==> src/rtl/gift_cofb_pkg.sv <==
// Shared types and constants for the GIFT-COFB round-key sequencer and the
// reusable key-update block.
package gift_cofb_pkg;

  typedef enum logic {StIdle, StRun} ks_state_e;

  localparam logic [31:0] KuMaskNib   = 32'h0000000f;
  localparam logic [31:0] KuMaskLo12  = 32'h00000fff;
  localparam logic [31:0] KuMaskHi14  = 32'h3fff0000;
  localparam logic [31:0] KuMaskBit17 = 32'h00030000;

  localparam int unsigned RoundsDefault = 40;

endpackage

==> src/rtl/gift_cofb_keysched_seq_if.sv <==
// Key-load and round-key stream bundle for gift_cofb_keysched_seq.
// The abort signal exists only when GIFT_COFB_KS_ABORT_EN is defined.
interface gift_cofb_keysched_seq_if;
  logic         key_valid;
  logic         key_ready;
  logic [127:0] key_data;
  logic         rk_valid;
  logic         rk_ready;
  logic [31:0]  rk_data;
  logic [6:0]   rk_idx;
  logic         rk_last;
  logic         busy;
`ifdef GIFT_COFB_KS_ABORT_EN
  logic         abort;

  modport master (
    output key_valid, key_data, rk_ready, abort,
    input  key_ready, rk_valid, rk_data, rk_idx, rk_last, busy
  );
  modport slave (
    input  key_valid, key_data, rk_ready, abort,
    output key_ready, rk_valid, rk_data, rk_idx, rk_last, busy
  );
`else
  modport master (
    output key_valid, key_data, rk_ready,
    input  key_ready, rk_valid, rk_data, rk_idx, rk_last, busy
  );
  modport slave (
    input  key_valid, key_data, rk_ready,
    output key_ready, rk_valid, rk_data, rk_idx, rk_last, busy
  );
`endif
endinterface

==> src/rtl/gift_cofb_key_update.sv <==
// GIFT-128 32-bit key-word update: low half rotated right by 12, high half
// rotated right by 2. Purely combinational.
module gift_cofb_key_update
  import gift_cofb_pkg::*;
(
  input  logic [31:0] x,
  output logic [31:0] y
);

  assign y = ((x >> 12) & KuMaskNib)  |
             ((x & KuMaskLo12) << 4)  |
             ((x >> 2) & KuMaskHi14)  |
             ((x & KuMaskBit17) << 14);

endmodule

==> src/rtl/gift_cofb_keysched_seq.sv <==
// GIFT-128 round-key word sequencer: loads a 128-bit key, streams 2*ROUNDS words.
// Optional abort input enabled by defining GIFT_COFB_KS_ABORT_EN.
module gift_cofb_keysched_seq
  import gift_cofb_pkg::*;
#(
  parameter int unsigned ROUNDS = RoundsDefault
) (
  input logic                      clk,
  input logic                      rst,
  gift_cofb_keysched_seq_if.slave  bus
);

  localparam int unsigned NWORDS  = 2 * ROUNDS;
  localparam logic [6:0]  LastIdx = 7'(NWORDS - 1);

  ks_state_e   state;
  logic [31:0] win [4];
  logic [6:0]  idx;
  logic [31:0] rk_data_q;
  logic        rk_last_q;

  logic [31:0] ku_r0;
  logic [31:0] ku_r2;
  logic [1:0]  next_sel;
  logic [31:0] next_word;
  logic        hs;
  logic        abort_req;

  gift_cofb_key_update u_ku_r0 (.x(win[0]), .y(ku_r0));
  gift_cofb_key_update u_ku_r2 (.x(win[2]), .y(ku_r2));

  assign hs = (state == StRun) && bus.rk_ready;

`ifdef GIFT_COFB_KS_ABORT_EN
  assign abort_req = bus.abort;
`else
  assign abort_req = 1'b0;
`endif

  // Word following the current one; at a window wrap the new r0 is the old r1.
  always_comb begin
    next_sel  = idx[1:0] + 2'd1;
    next_word = win[next_sel];
    if (idx[1:0] == 2'd3) begin
      next_word = win[1];
    end
  end

  always_ff @(posedge clk) begin
    if (rst) begin
      state     <= StIdle;
      win       <= '{default: '0};
      idx       <= '0;
      rk_data_q <= '0;
      rk_last_q <= 1'b0;
    end else begin
      unique case (state)
        StIdle: begin
          if (bus.key_valid) begin
            win[0]    <= bus.key_data[127:96];
            win[1]    <= bus.key_data[63:32];
            win[2]    <= bus.key_data[95:64];
            win[3]    <= bus.key_data[31:0];
            idx       <= '0;
            rk_data_q <= bus.key_data[127:96];
            rk_last_q <= 1'b0;
            state     <= StRun;
          end
        end
        StRun: begin
          if (abort_req || (hs && rk_last_q)) begin
            rk_last_q <= 1'b0;
            state     <= StIdle;
          end else if (hs) begin
            idx       <= idx + 7'd1;
            rk_data_q <= next_word;
            rk_last_q <= ((idx + 7'd1) == LastIdx);
            if (idx[1:0] == 2'd3) begin
              win[0] <= win[1];
              win[1] <= ku_r0;
              win[2] <= win[3];
              win[3] <= ku_r2;
            end
          end
        end
        default: state <= StIdle;
      endcase
    end
  end

  assign bus.key_ready = (state == StIdle);
  assign bus.busy      = (state == StRun);
  assign bus.rk_valid  = (state == StRun);
  assign bus.rk_data   = rk_data_q;
  assign bus.rk_idx    = idx;
  assign bus.rk_last   = rk_last_q;

endmodule

==> src/flat_wrapper.sv <==
// flat-port wrapper written by rule: the top's interface ports become plain ports
module gift_cofb_keysched_seq_flat import gift_cofb_pkg::*;
#(
  parameter int unsigned ROUNDS = RoundsDefault
)
  (clk, rst, bus_key_valid, bus_key_data, bus_rk_ready, bus_key_ready, bus_rk_valid, bus_rk_data, bus_rk_idx, bus_rk_last, bus_busy);
  gift_cofb_keysched_seq_if bus_i ();
  input logic clk;
  input logic rst;
  input wire logic [$bits(bus_i.key_valid)-1:0] bus_key_valid;
  input wire logic [$bits(bus_i.key_data)-1:0] bus_key_data;
  input wire logic [$bits(bus_i.rk_ready)-1:0] bus_rk_ready;
  output wire logic [$bits(bus_i.key_ready)-1:0] bus_key_ready;
  output wire logic [$bits(bus_i.rk_valid)-1:0] bus_rk_valid;
  output wire logic [$bits(bus_i.rk_data)-1:0] bus_rk_data;
  output wire logic [$bits(bus_i.rk_idx)-1:0] bus_rk_idx;
  output wire logic [$bits(bus_i.rk_last)-1:0] bus_rk_last;
  output wire logic [$bits(bus_i.busy)-1:0] bus_busy;
  assign bus_i.key_valid = bus_key_valid;
  assign bus_i.key_data = bus_key_data;
  assign bus_i.rk_ready = bus_rk_ready;
  assign bus_key_ready = bus_i.key_ready;
  assign bus_rk_valid = bus_i.rk_valid;
  assign bus_rk_data = bus_i.rk_data;
  assign bus_rk_idx = bus_i.rk_idx;
  assign bus_rk_last = bus_i.rk_last;
  assign bus_busy = bus_i.busy;
  gift_cofb_keysched_seq #(.ROUNDS(ROUNDS)) u_core (.clk(clk), .rst(rst), .bus(bus_i));
endmodule
==> config.mk <==
export PLATFORM = sky130hd
export DESIGN_NAME = gift_cofb_keysched_seq_flat
export DESIGN_NICKNAME = d
export VERILOG_FILES = /design/src/rtl/gift_cofb_pkg.sv /design/src/rtl/gift_cofb_keysched_seq_if.sv /design/src/rtl/gift_cofb_key_update.sv /design/src/rtl/gift_cofb_keysched_seq.sv /design/src/flat_wrapper.sv
export SDC_FILE = /design/constraint.sdc
export NUM_CORES = 1
export LEC_CHECK = 0
export ABC_AREA = 1
export CORE_MARGIN = 8
export CORE_UTILIZATION = 34
export DETAILED_ROUTE_END_ITERATION = 6
export SYNTH_ARGS = -nofsm -noshare
export SYNTH_HDL_FRONTEND = slang
export SYNTH_HIERARCHICAL = 1
export SYNTH_SLANG_ARGS = --single-unit
==> constraint.sdc <==
create_clock -name clk -period 1.94 [get_ports clk]
set_input_delay 0.582 -clock clk [delete_from_list [all_inputs] [get_ports clk]]
set_output_delay 0.582 -clock clk [all_outputs]
set_load 0.02 [all_outputs]
==> run summary <==
status - complete, no violations
Synth Area in Adders - 0.2807%
Hold-fix buffers, CTS - 0
fmax - 0.5306 GHz
Die W - 177.9 µm
Routed Antenna Nets - 0
worst vdd ir - 0.5380 mV
Multi-input gate area - 0.004302 mm²
clk root buf - clkbuf_16
Post-synth EDFFs - 0
vias in the first global route - 8486
vias per cell - 5.237
Mapped Area - 0.008916 mm²
Clock Tree Buf Depth - 2
Area Growth Syn to Fin - 26.83%
R2R cell count - 8
Initial Util - 34.41%
share of the core filled with cells - 43.64%
Syn. warnings - 6
R2R Path Start - u_core/bus.rk_idx[0]$_SDFFE_PP0P_
H-tree Lvls - 4
Least-Margin Pin Slew - 674.0 ps
fin cells - 1712
final hold violation count - 0
post-synthesis cell count - 1295
Post-Synth Simple-Gate Area - 19.44%
Hold WC Path Type - reg -> reg
xor/xnor share of the synthesized area - 0%
detailed-route via count - 8966
Final Instance Area - 0.01131 mm²
Port-buffer cells - 174
final worst-path cycle share - 97.15%
flop2flop setup slack - 110 ps
number of remaining DRC errors - 0
initial antenna violation count - 0
#FFs+latches synth - 169
skew final - 7.846 ps
proportion of synthesized area in mux cells - 0%
Worst EP required - 1360 ps
Worst Setup SP - u_core/bus.busy$_SDFF_PP0_
ant diodes - 0
RSZ-0062 raised after global routing - no
crit path time final - 1885 ps
Iter 0 DRT Violations - 993
TritonRoute pass-1 iters - 5
CP Max Fanout - 6
sequential standard cell area - 0.003391 mm²
GRT Residual Overflow - 0
Slew HR - 55.06%
WL per Instance - 17.61 µm
placer congestion estimate - 0.8484
Compound-Gate Fraction of Synth Area - 28.47%
PwrDens - 869.9 mW/mm²
# nets final - 1498
site row count - 59
Worst Hold End - u_core/win[76]$_SDFFE_PP0P_
number of setup buffers added after CTS - 0
kind of critical path - reg -> out
clock-pin slew on the worst setup and hold paths - 70 ps
worst-skew pair later-pin latency - 430 ps
CTS tree - built
hold path depth - 2
post-place instance area - 0.01076 mm²
first-pass GRT wire length - 46930 µm
critical path startpoint category - flip-flop
largest net degree at the start of global routing - 142
LEAKAGE - 4.417 nW
HP Start - u_core/win[104]$_SDFFE_PP0P_
DP Cell Count - 1680
Sink Count - 169
Yosys cell types - 24
TritonCTS Buffers - 17
register area share after synthesis - 37.95%
Critical Path AT - 1300 ps
Post-Route WL - 30150 µm
CP endpoint kind - primary output
asr flop ratio synth - 0%
ys flop type - dfxtp_1
share of layout cells above drive strength 1 - 6.899%
core area - 0.02591 mm²
Total GRT Usage - 18.62%
Finish-stage setup viols - 0
# IOs - 175
die area - 0.03166 mm²
Die H - 177.9 µm
max cap viols - 0
Critical R2R Capture - u_core/bus.rk_data[11]$_SDFFE_PP0P_
Filler Cells Inserted - 2736
Syn Area/Cell - 6.885 µm²
Post-DP HPWL - 21160 µm
Slew Limit Fails - 0
largest family of logic cells by synthesized area - compound AO/OA/AOI/OAI gates
syn nets - 1429
## sequential cells by signal, summed over array words and instances (netlist names)
| name | cells |
|---|---|
| u_core/win | 128 |
| u_core/bus.busy | 1 |
| u_core/bus.rk_last | 1 |
| u_core/bus.rk_idx | 7 |
| u_core/bus.rk_data | 32 |
## worst max path at each step
stage                                               end
CTS                                       bus_key_ready
floorplan           u_core/bus.rk_data[31]$_SDFFE_PP0P_
global placement           u_core/win[110]$_SDFFE_PP0P_
finish                                    bus_key_ready
global route                              bus_rk_idx[1]
detailed placement         u_core/win[119]$_SDFFE_PP0P_
## power by group
part	total [W]	switching, W	internal [W]
logic	0.00225	0.00129	0.000957
clock network	0.00348	0.00142	0.00206
registers	0.00411	0.000268	0.00384
total	0.00984	0.00298	0.00686
## routing by layer
layer / up-vias / share of wire, % / wire length, µm / track usage, %
li1: 4476 / - / - / -
met1: 4123 / 50 / 15010 / 27.55
met2: 337 / 42 / 12560 / 26.47
met3: 30 / 6.8 / 2038 / 3.723
met4: 0 / 1.8 / 545 / 5.557
met5: - / 0 / 0 / 0
## cell usage after synthesis, types with 2 or more instances
cell type	count	area, µm²
a211oi_1	19	142.6
nand3_1	16	80.08
o21a_1	20	150.1
a31oi_1	101	631.9
nand4_1	2	12.51
inv_1	63	236.5
nor2_4	3	33.78
nand2_1	331	1242
a21oi_1	75	375.4
o21ai_1	47	235.2
nor2_1	68	255.2
buf_4	75	563.0
o211ai_1	45	337.8
clkbuf_1	69	259.0
buf_1	3	11.26
ha_1	2	25.02
dfxtp_1	169	3383
inv_2	4	15.01
o21ai_0	133	665.6
buf_2	28	140.1
nor3_1	19	95.09
## area by class of cell
class,instances,area share (%)
multi-input cells,883,38.04
flip-flops and latches,169,29.98
repair buffers,226,20.70
clock buffers,21,3.983
well taps,335,3.707
inverters,67,2.301
clock inverters,11,1.283
## through the flow
| stage | total power [W] | TNS [ps] | setup slack, ps | hold slack, ps |
|---|---|---|---|---|
| after floorplan | 0.005607 | 0 | 2.979 | 458.3 |
| after global placement | 0.006441 | -23160 | -241.8 | 466.2 |
| after detailed placement | 0.006456 | -24270 | -274.4 | 472.3 |
| after CTS | 0.009881 | 0 | 32.54 | 483.6 |
| after global routing | 0.01031 | 0 | 6.780 | 499.1 |
| final | 0.009837 | 0 | 55.33 | 483.1 |
## placed cells by master (no fill, tap or decap), types with 2 or more instances in the layout
cell type,instances
buf_12,21
bufinv_16,3
clkbuf_16,17
nand3_1,16
o21ai_0,133
o21a_1,20
nor3_1,19
inv_2,2
clkinv_2,4
nand2_1,331
clkinvlp_4,3
dfxtp_4,2
inv_4,3
clkdlybuf4s50_1,131
nor2_1,67
o211ai_1,45
a211oi_1,19
dfxtp_1,167
dlygate4sd2_1,43
a21oi_1,75
clkbuf_1,3
buf_4,31
nand4_1,2
a31oi_1,101
o21ai_1,47
nor2_4,3
inv_1,61
## worst max-delay path: stages, from the launching register on
cell,delay (ps)
dfxtp_4,370
inv_4,130
dlygate4sd2_1,360
## kinds of logic (layout without fill, tap and decap cells)
logic type,count (synthesis),after routing
AOI/OAI and AO/OA,440,440
adders and majority gates,2,2
and+or+nand+nor,441,441
buffers and inverters,243,325
DFF,169,169
## repair_timing
| action | CTS | global route |
|---|---|---|
| pin swaps | 0 | 1 |
| endpoints found under the setup margin | 45 | 26 |
| resized for setup | 44 | 3 |
No activity file was read; power rests on OpenSTA's default activity.
==> patch: new RTL, config.mk and constraints unchanged <==
Make the reset (`rst`) asynchronous in one clocked block.
--- a/src/rtl/gift_cofb_keysched_seq.sv
+++ b/src/rtl/gift_cofb_keysched_seq.sv
@@ -48,3 +48,3 @@
 
-  always_ff @(posedge clk) begin
+  always_ff @(posedge clk or posedge rst) begin
     if (rst) begin
Check against the original RTL: differs if rst is asserted again (counterexample within 4 cycles, from zero or initial values and one cycle with rst high); with rst held inactive, the same outputs for 4 cycles.
==> patch against the unedited design <==
- area after synthesis grew 16%
- final area grew 12%
- maximum frequency shrank 0.18%
- via count grew 6.9%
- clock skew grew 0.0045 ns
- largest cell class unchanged
- sequential cell count is the same
- worst setup slack lost 0.0033 ns
- routed wire length grew 14%
- highest routed layer is now met5
- critical endpoint is now bus_rk_valid
- register-to-register slack gained 0.03 ns
Power is not compared: it rests on default switching activity, and its combinational part moved more than twofold at a synthesized area within 25%.
==> patch: results (changes against the unedited design) <==
status: "finished, final reports clean"
synth_area_leaders: "dfrtp_1, nand2_1, o21ai_0"
critPathSlowestCell: "dfrtp_4"
n_all_buffers: 214  # -5.3%
hpwl_um: 23500  # +11%
gr-usage-met2: 0.2875  # +0.02277
synthesis.area_mm2: 0.01030  # +16%
synthFlopType: "dfrtp_1"
first_pass_iters: 4  # -1
globalRouteTotalUtil: 0.1913  # +0.005133
whs_ns: 0.5261  # +0.04296 ns
dpl_cell_area_mm2: 0.01209  # +12%
syn2layout_area_growth_pct: 22.99
clock_cell_area_share: 0.04831  # -0.004361
multi_input_area_share: 0.3639  # -0.01647
final_net_count: 1672  # +12%
m1WireLength_um: 15490  # +3.2%
num_vias: 9585  # +6.9%
wl_met3_um: 2559  # +26%
final.signal_inverter_count: 130  # +94%
skew_ns: 0.01232  # +0.004479 ns
buf_share: 0.1757  # -0.03128
nFillCells: 3037  # +11%
ys_types: 26  # +8.3%
antenna_found_initial: 2  # +2
ff_latch_area_mm2: 0.004234  # +25%
stdcell_count: 1942  # +13%
gr-usage-met3: 0.04888  # +0.01165
layout_setup_ws_ns: 0.05201  # -0.003316 ns
synth_compound_area_frac: 0.1448  # -0.1399
async_flop_share: 1.000  # +1.000
postRouteWirelength_um: 34340  # +14%
multi_input_gates: 1006  # +14%
antenna_cells: 1  # +1
[patch: cell count changes in the layout (fill, tap and decap cells not counted), moves of 47 or more]
cell     delta
a31oi_1   -101
dfrtp_1   +167
dfxtp_1   -167
inv_1      +66
nand2_1   +173
nand3_1    +60
or2_2      +47
[patch: power groups by stage]
stage               registers (mW)  logic [mW]  clock network [mW]
finish                        6.01        7.37                3.65
floorplan                     6.31        5.05                   0
detailed placement            6.06        7.64                   0
global route                  6.20        8.33                3.84
global placement              6.03        7.56                   0
CTS                           5.99        7.42                3.69
[patch: what timing repair did]
item | CTS | global route
buffers inserted | 0 | 0
resized for setup | 45 | 7
endpoints found under the setup margin | 43 | 8
[patch: final timing paths]
kind	from	depth (start not counted)	to
max	u_core/bus.busy$_DFF_PP0_	1	bus_rk_valid
min	u_core/win[126]$_DFFE_PP0P_	1	u_core/win[126]$_DFFE_PP0P_
max reg2reg	u_core/bus.rk_idx[0]$_DFFE_PP0P_	9	u_core/bus.rk_data[15]$_DFFE_PP0P_
min reg2reg	u_core/win[126]$_DFFE_PP0P_	1	u_core/win[126]$_DFFE_PP0P_
max in group asynchronous	rst	4	u_core/win[18]$_DFFE_PP0P_
min in group asynchronous	rst	3	u_core/win[27]$_DFFE_PP0P_
[patch: worst register-to-register path: cells and delay by family, from the launching register on]
| family | cells | cell delay, ns |
|---|---|---|
| AND/OR/NAND/NOR | 4 | 0.52 |
| buffers and inverters | 3 | 0.38 |
| flip-flops | 1 | 0.40 |
| adder cells (fa/ha/maj) | 1 | 0.30 |
| AO/OA/AOI/OAI | 1 | 0.08 |
